==> src/rtl/atri_wb_pkg.sv <==
// Shared definitions for the ATRI WISHBONE command master: opcodes,
// response status codes, bus widths and the command-path state encoding.
package atri_wb_pkg;

  localparam int ADR_W = 16;
  localparam int DAT_W = 8;

  localparam logic [7:0] OP_WRITE = 8'h01;
  localparam logic [7:0] OP_READ  = 8'h02;

  localparam logic [7:0] ST_OK      = 8'h00;
  localparam logic [7:0] ST_ERR     = 8'h01;
  localparam logic [7:0] ST_TIMEOUT = 8'h02;
  localparam logic [7:0] ST_RETRY   = 8'h03;
  localparam logic [7:0] ST_BADOP   = 8'h04;

  // BUS covers the whole bus phase as seen by the command path; the
  // one-cycle BACKOFF between retries is tracked inside the cycle engine.
  typedef enum logic [2:0] {
    S_OPCODE,
    S_ADR_HI,
    S_ADR_LO,
    S_WDATA,
    S_BUS,
    S_BACKOFF,
    S_RSP_STATUS,
    S_RSP_DATA
  } state_t;

endpackage

==> src/rtl/atri_wb_cycle_engine.sv <==
// Runs one WISHBONE single cycle per start pulse: drives cyc/stb and the
// latched request, resolves err > ack > rty, applies bounded retry with a
// one-cycle backoff, and abandons the cycle after a stall timeout.
// done is a combinational pulse valid on the edge that ends the cycle.
module atri_wb_cycle_engine
  import atri_wb_pkg::*;
#(
  parameter int TIMEOUT_CYCLES = 255,
  parameter int MAX_RETRIES    = 3
) (
  input  logic             clk,
  input  logic             srst,
  input  logic             start,
  input  logic             req_we,
  input  logic [ADR_W-1:0] req_adr,
  input  logic [DAT_W-1:0] req_dat,
  output logic             wb_cyc,
  output logic             wb_stb,
  output logic             wb_we,
  output logic [ADR_W-1:0] wb_adr,
  output logic [DAT_W-1:0] wb_dat_wr,
  input  logic [DAT_W-1:0] wb_dat_rd,
  input  logic             wb_ack,
  input  logic             wb_err,
  input  logic             wb_rty,
  output logic             done,
  output logic [7:0]       status,
  output logic [DAT_W-1:0] rdata
);

  localparam logic [3:0]  RETRY_LIMIT = 4'(MAX_RETRIES);
  localparam logic [15:0] TMO_LAST    = 16'(TIMEOUT_CYCLES - 1);

  logic             cyc_reg;
  logic             backoff_reg;
  logic             we_reg;
  logic [ADR_W-1:0] adr_reg;
  logic [DAT_W-1:0] dat_reg;
  logic [3:0]       retry_cnt_reg;
  logic [15:0]      tmo_cnt_reg;

  logic any_term;
  logic retry_left;
  logic tmo_hit;

  assign any_term   = wb_ack | wb_err | wb_rty;
  assign retry_left = (retry_cnt_reg < RETRY_LIMIT);
  assign tmo_hit    = (tmo_cnt_reg == TMO_LAST);

  // A retry with budget left is not an end of the cycle; everything else
  // that terminates (or the timeout with no termination) is.
  assign done = cyc_reg & (wb_err | wb_ack | (wb_rty & ~retry_left) | (~any_term & tmo_hit));

  // Status resolution with err > ack > rty; timeout only when nothing terminated.
  always_comb begin
    status = ST_TIMEOUT;
    if (wb_err) begin
      status = ST_ERR;
    end else if (wb_ack) begin
      status = ST_OK;
    end else if (wb_rty) begin
      status = ST_RETRY;
    end
  end

  assign rdata     = wb_dat_rd;
  assign wb_cyc    = cyc_reg;
  assign wb_stb    = cyc_reg;
  assign wb_we     = we_reg;
  assign wb_adr    = adr_reg;
  assign wb_dat_wr = dat_reg;

  // Bus cycle sequencing: launch, retry backoff, termination and timeout.
  always_ff @(posedge clk) begin
    if (srst) begin
      cyc_reg       <= 1'b0;
      backoff_reg   <= 1'b0;
      we_reg        <= 1'b0;
      adr_reg       <= '0;
      dat_reg       <= '0;
      retry_cnt_reg <= '0;
      tmo_cnt_reg   <= '0;
    end else if (start) begin
      cyc_reg       <= 1'b1;
      backoff_reg   <= 1'b0;
      we_reg        <= req_we;
      adr_reg       <= req_adr;
      dat_reg       <= req_dat;
      retry_cnt_reg <= '0;
      tmo_cnt_reg   <= '0;
    end else if (backoff_reg) begin
      // Reissue the identical request after exactly one idle cycle.
      backoff_reg <= 1'b0;
      cyc_reg     <= 1'b1;
      tmo_cnt_reg <= '0;
    end else if (cyc_reg) begin
      if (wb_err || wb_ack) begin
        cyc_reg <= 1'b0;
      end else if (wb_rty) begin
        cyc_reg <= 1'b0;
        if (retry_left) begin
          retry_cnt_reg <= retry_cnt_reg + 4'd1;
          backoff_reg   <= 1'b1;
        end
      end else if (tmo_hit) begin
        cyc_reg <= 1'b0;
      end else begin
        tmo_cnt_reg <= tmo_cnt_reg + 16'd1;
      end
    end
  end

endmodule

==> src/rtl/atri_wb_cmd_master.sv <==
// Byte-stream to WISHBONE initiator. Parses write/read command packets,
// hands the request to the cycle engine on the final byte, and returns a
// status byte (plus a data byte for reads) on the response stream.
module atri_wb_cmd_master
  import atri_wb_pkg::*;
#(
  parameter int TIMEOUT_CYCLES = 255,
  parameter int MAX_RETRIES    = 3
) (
  input  logic        clk_i,
  input  logic        rst_i,
  input  logic [7:0]  cmd_dat_i,
  input  logic        cmd_valid_i,
  output logic        cmd_ready_o,
  output logic [7:0]  rsp_dat_o,
  output logic        rsp_valid_o,
  input  logic        rsp_ready_i,
  output logic        wb_cyc_o,
  output logic        wb_stb_o,
  output logic        wb_we_o,
  output logic [15:0] wb_adr_o,
  output logic [7:0]  wb_dat_o,
  input  logic [7:0]  wb_dat_i,
  input  logic        wb_ack_i,
  input  logic        wb_err_i,
  input  logic        wb_rty_i
);

  state_t           state_reg;
  logic             cmd_ready_reg;
  logic             rsp_valid_reg;
  logic [7:0]       rsp_dat_reg;
  logic             is_read_reg;
  logic [7:0]       adr_hi_reg;
  logic [7:0]       adr_lo_reg;
  logic [DAT_W-1:0] rd_data_reg;

  logic             cmd_fire;
  logic             rsp_fire;
  logic             eng_start;
  logic [ADR_W-1:0] eng_adr;
  logic [DAT_W-1:0] eng_dat;
  logic             eng_done;
  logic [7:0]       eng_status;
  logic [DAT_W-1:0] eng_rdata;

  assign cmd_fire = cmd_valid_i & cmd_ready_reg;
  assign rsp_fire = rsp_valid_reg & rsp_ready_i;

  // The request is formed from the byte being accepted so the bus cycle
  // starts on the very next clock after the final command byte.
  assign eng_start = cmd_fire & (((state_reg == S_ADR_LO) & is_read_reg) | (state_reg == S_WDATA));
  assign eng_adr   = (state_reg == S_ADR_LO) ? {adr_hi_reg, cmd_dat_i} : {adr_hi_reg, adr_lo_reg};
  assign eng_dat   = (state_reg == S_WDATA) ? cmd_dat_i : 8'h00;

  atri_wb_cycle_engine #(
    .TIMEOUT_CYCLES(TIMEOUT_CYCLES),
    .MAX_RETRIES   (MAX_RETRIES)
  ) u_engine (
    .clk      (clk_i),
    .srst     (rst_i),
    .start    (eng_start),
    .req_we   (~is_read_reg),
    .req_adr  (eng_adr),
    .req_dat  (eng_dat),
    .wb_cyc   (wb_cyc_o),
    .wb_stb   (wb_stb_o),
    .wb_we    (wb_we_o),
    .wb_adr   (wb_adr_o),
    .wb_dat_wr(wb_dat_o),
    .wb_dat_rd(wb_dat_i),
    .wb_ack   (wb_ack_i),
    .wb_err   (wb_err_i),
    .wb_rty   (wb_rty_i),
    .done     (eng_done),
    .status   (eng_status),
    .rdata    (eng_rdata)
  );

  assign cmd_ready_o = cmd_ready_reg;
  assign rsp_valid_o = rsp_valid_reg;
  assign rsp_dat_o   = rsp_dat_reg;

  // Command parsing and response sequencing with registered handshake outputs.
  always_ff @(posedge clk_i) begin
    if (rst_i) begin
      state_reg     <= S_OPCODE;
      cmd_ready_reg <= 1'b0;
      rsp_valid_reg <= 1'b0;
      rsp_dat_reg   <= 8'h00;
      is_read_reg   <= 1'b0;
      adr_hi_reg    <= 8'h00;
      adr_lo_reg    <= 8'h00;
      rd_data_reg   <= 8'h00;
    end else begin
      case (state_reg)
        S_OPCODE: begin
          cmd_ready_reg <= 1'b1;
          if (cmd_fire) begin
            if ((cmd_dat_i == OP_WRITE) || (cmd_dat_i == OP_READ)) begin
              is_read_reg <= (cmd_dat_i == OP_READ);
              state_reg   <= S_ADR_HI;
            end else begin
              is_read_reg   <= 1'b0;
              cmd_ready_reg <= 1'b0;
              rsp_valid_reg <= 1'b1;
              rsp_dat_reg   <= ST_BADOP;
              state_reg     <= S_RSP_STATUS;
            end
          end
        end
        S_ADR_HI: begin
          if (cmd_fire) begin
            adr_hi_reg <= cmd_dat_i;
            state_reg  <= S_ADR_LO;
          end
        end
        S_ADR_LO: begin
          if (cmd_fire) begin
            adr_lo_reg <= cmd_dat_i;
            if (is_read_reg) begin
              cmd_ready_reg <= 1'b0;
              state_reg     <= S_BUS;
            end else begin
              state_reg <= S_WDATA;
            end
          end
        end
        S_WDATA: begin
          if (cmd_fire) begin
            cmd_ready_reg <= 1'b0;
            state_reg     <= S_BUS;
          end
        end
        S_BUS: begin
          if (eng_done) begin
            rsp_valid_reg <= 1'b1;
            rsp_dat_reg   <= eng_status;
            rd_data_reg   <= (eng_status == ST_OK) ? eng_rdata : 8'h00;
            state_reg     <= S_RSP_STATUS;
          end
        end
        S_RSP_STATUS: begin
          if (rsp_fire) begin
            if (is_read_reg) begin
              rsp_dat_reg <= rd_data_reg;
              state_reg   <= S_RSP_DATA;
            end else begin
              rsp_valid_reg <= 1'b0;
              rsp_dat_reg   <= 8'h00;
              cmd_ready_reg <= 1'b1;
              state_reg     <= S_OPCODE;
            end
          end
        end
        S_RSP_DATA: begin
          if (rsp_fire) begin
            rsp_valid_reg <= 1'b0;
            rsp_dat_reg   <= 8'h00;
            cmd_ready_reg <= 1'b1;
            state_reg     <= S_OPCODE;
          end
        end
        default: begin
          state_reg <= S_OPCODE;
        end
      endcase
    end
  end

endmodule

==> config.mk <==
export PLATFORM = sky130hd
export DESIGN_NAME = atri_wb_cmd_master
export DESIGN_NICKNAME = d
export VERILOG_FILES = /design/src/rtl/atri_wb_pkg.sv /design/src/rtl/atri_wb_cycle_engine.sv /design/src/rtl/atri_wb_cmd_master.sv
export SDC_FILE = /design/constraint.sdc
export NUM_CORES = 1
export LEC_CHECK = 0
export BUFFER_PORTS_ARGS = -buffer_cell sky130_fd_sc_hd__buf_2
export CAP_MARGIN = 10
export CORE_AREA = 4 4 152 81
export CTS_CLUSTER_SIZE = 12
export DETAILED_ROUTE_END_ITERATION = 7
export DIE_AREA = 0 0 156 85
export GPL_TIMING_DRIVEN = 1
export PLACE_DENSITY = 0.53
export SETUP_SLACK_MARGIN = 0.1
export SYNTH_ARGS = -nofsm -noshare
export SYNTH_HDL_FRONTEND = slang
export SYNTH_SLANG_ARGS = --single-unit
==> constraint.sdc <==
create_clock -name clk_i -period 6.4 [get_ports clk_i]
set_clock_uncertainty 0.15 [all_clocks]
set_input_delay 0.96 -clock clk_i [delete_from_list [all_inputs] [get_ports clk_i]]
set_output_delay 0.96 -clock clk_i [all_outputs]
set_load 0.05 [all_outputs]
==> summary.md <==
| Metric | Value |
|---|---|
| Clock power share | `38.6%` |
| Fill cells | `1127` |
| Post_cts resized | `0` |
| Initial Util | `33.76%` |
| Critical path's most frequent cell | `buf_2` |
| Pins Over Slew Limit | `0` |
| Max_cap viols | `0` |
| Synth top area share | `46.48%` |
| Worst hold slack | `300.7 ps` |
| Status | `finished clean` |
| Post-synth top cells | `dfxtp_1 (85), nand2_1 (63), nor2_1 (53)` |
| Vias | `3089` |
| Final Setup Violations | `0` |
| Switching share of total power | `31.17%` |
| Setup TNS | `0 ps` |
| Antenna Nets Post-Route | `0` |
| Routed wire length | `9015 um` |
| Clock Sinks | `85` |
| Final hold violations | `0` |
| Register area share after synthesis | `46.48%` |
| Routed wire per std cell | `14.52 um` |
| # DRC | `0` |
| Main synth FF type | `dfxtp_1` |
| Final Non-Filler Cells | `621` |
| Diodes inserted | `0` |
| Die H | `85 um` |
| Largest net degree at the start of global routing | `59` |
| Clk slew on worst S/H paths | `70 ps` |
| TritonCTS clock tree | `built` |
| Synthesized area per cell | `8.737 sq um` |
| Hold Path Class | `reg -> reg` |
| Dominant cell type by area after synthesis | `dfxtp_1` |
| Sw Pwr | `394.1 uW` |
| Core region area | `10840 sq um` |
| First-pass DRT Iterations | `4` |
| Flops & latches, synth | `85` |
| Netlist cell types | `50` |
| H-tree level count | `3` |
| Cell Area, Synth | `3661 sq um` |
| Asr flop ratio synth | `0%` |
| Final Critical Period | `2819 ps` |
| Combinational Power Share | `16.0%` |
| CTS Buf Count | `9` |
| Max FO, Critical Path | `13` |
| Flop pwr share | `45.4%` |
| # IOs | `60` |
| YS warnings | `0` |
| Later-pin clock latency in the skew report | `340 ps` |
| Grt total ovfl | `0` |
| GPL Wtd Cong | `0.7783` |
| Area Growth Syn to Fin | `19.24%` |
| Slowest-stage cell, CP | `nor4_1` |
| Pleak | `0.001634 uW` |
| Clk root buf | `clkbuf_16` |
| Max Clock Freq | `354.8 MHz` |
| Die Footprint | `13260 sq um` |
| WS Path Type | `in -> reg` |
| Post-route cell area | `4365 sq um` |
| CTS Buffer Depth | `2` |
| Post-route setup slack | `3581 ps` |
| Initial antenna violation count | `0` |
| Cell count after synthesis | `419` |
| Pre-CTS setup slack | `2827 ps` |
| Setup bufs post-CTS | `0` |
| Peak per-stage delay on the critical path | `600 ps` |
| DR vias/cell | `4.974` |
| Top-count cell post-synth | `dfxtp_1` |
| Post-place instance area | `4085 sq um` |
| First-pass GRT wire length | `15480 um` |
| RSZ-0062 raised after global routing | `no` |
| # rows | `27` |
| CTS Hold Buffers Added | `0` |
| Number of port buffers | `59` |
| Pwr Density | `289.6 nW/um^2` |
| Post-synth EDFFs | `0` |
| Nature of the critical path endpoint | `register` |
| Share of layout cells above drive strength 1 | `18.49%` |
| DRT iter0 DRCs | `184` |
| Top cells by area, synth | `dfxtp_1 (46%), mux2i_1 (7.1%), nand2_1 (6.5%)` |
| Startpoint types | `input pin` |
| Internal power | `870.3 uW` |
| CP Cell Sequence | `buf_2, nor4_1, a311oi_1, o21ai_0, buf_2, nor2_1, mux2_2` |
| Peak VDD IR | `0.0001419 V` |
| Critical path data arrival time | `2890 ps` |
| Slew Limit Headroom | `30.31%` |
| Synthesized net count | `445` |
| Worst slew pin tran | `1041 ps` |
| Worst path required time | `6470 ps` |
| Final net count | `497` |
| Vias in the first global route | `3014` |
| GRT Overall Usage | `14.31%` |
| Final period util | `44.04%` |
| Placed Cells | `604` |
| Die width | `156 um` |
| HPWL after DPL | `6211 um` |
-- kinds of logic after synthesis --
| logic type | Yosys count | share of synthesized area (%) |
|---|---|---|
| flops | 85 | 46.48 |
| simple gates | 181 | 23.89 |
| mux | 27 | 7.416 |
| fa+ha+maj | 3 | 1.025 |
| xor+xnor | 18 | 4.306 |
| compound gates | 74 | 13.57 |
| buf+inv | 31 | 3.315 |
-- final timing paths --
path | startpoint | to | slack (ps) | depth (start not counted)
worst max register to register | u_engine.tmo_cnt_reg[8] | state_reg[0] | 3610 | 6
worst min-delay path | u_engine.wb_adr[14] | u_engine.wb_adr[14] | 300 | 2
worst max-delay path | cmd_dat_i[6] | rsp_dat_o[0] | 3580 | 7
worst min register to register | u_engine.wb_adr[14] | u_engine.wb_adr[14] | 300 | 2
-- final cells by class --
| class | instances | area, sq um | area share [%] |
|---|---|---|---|
| Clock inverter | 7 | 50.05 | 1.146 |
| Tap cell | 145 | 181.4 | 4.156 |
| Sequential cell | 85 | 1702 | 38.98 |
| Clock buffer | 9 | 225.2 | 5.159 |
| Multi-Input combinational cell | 303 | 1843 | 42.22 |
| Timing Repair Buffer | 65 | 337.8 | 7.739 |
| Inverter | 7 | 26.28 | 0.6019 |
-- worst max-delay path, delay by kind of cell --
family	cells	cell delay, ps
AO/OA/AOI/OAI	2	560
buffers and inverters	2	410
multiplexers	1	270
AND/OR/NAND/NOR	2	690
-- routing by layer --
metal	track usage [%]	part of all wire [%]	wire (um)
met1	19.59	51	4585
met2	22.34	45	4081
met3	3.770	2.9	261
met4	4.051	0.97	87
met5	0	0	0
-- power by group through the flow --
stage | Clock, uW | Sequential [uW] | Combinational [uW]
after floorplan | 0 | 598 | 129
after global placement | 0 | 586 | 200
after detailed placement | 0 | 586 | 199
after CTS | 502 | 574 | 200
after global routing | 526 | 578 | 225
final | 488 | 574 | 202
-- through the flow --
step | utilization [%] | power (uW)
after floorplan | - | 726.4
after global placement | 37.67 | 785.3
after detailed placement | 37.67 | 785.1
after CTS | 40.21 | 1276
after global routing | 40.26 | 1329
final | 40.26 | 1264
-- layout by cell type, fill, tap and decap left out, drive strengths merged, types with 2 or more instances in the layout --
cell type	n
nor3b	2
nand2	63
mux2i	26
clkinvlp	3
nor2	53
inv	8
a311oi	9
buf	65
o31ai	2
or3	10
a211oi	2
ha	3
xor2	3
nor2b	5
a22o	8
o41ai	2
clkbuf	9
and4	2
and2	4
o21ai	20
nor4	9
clkinv	3
dfxtp	85
xnor2	15
nand4	2
nor4b	4
nand3	9
nand4b	2
nor3	12
a21oi	18
or4	3
(Power assumes the default switching activity.)
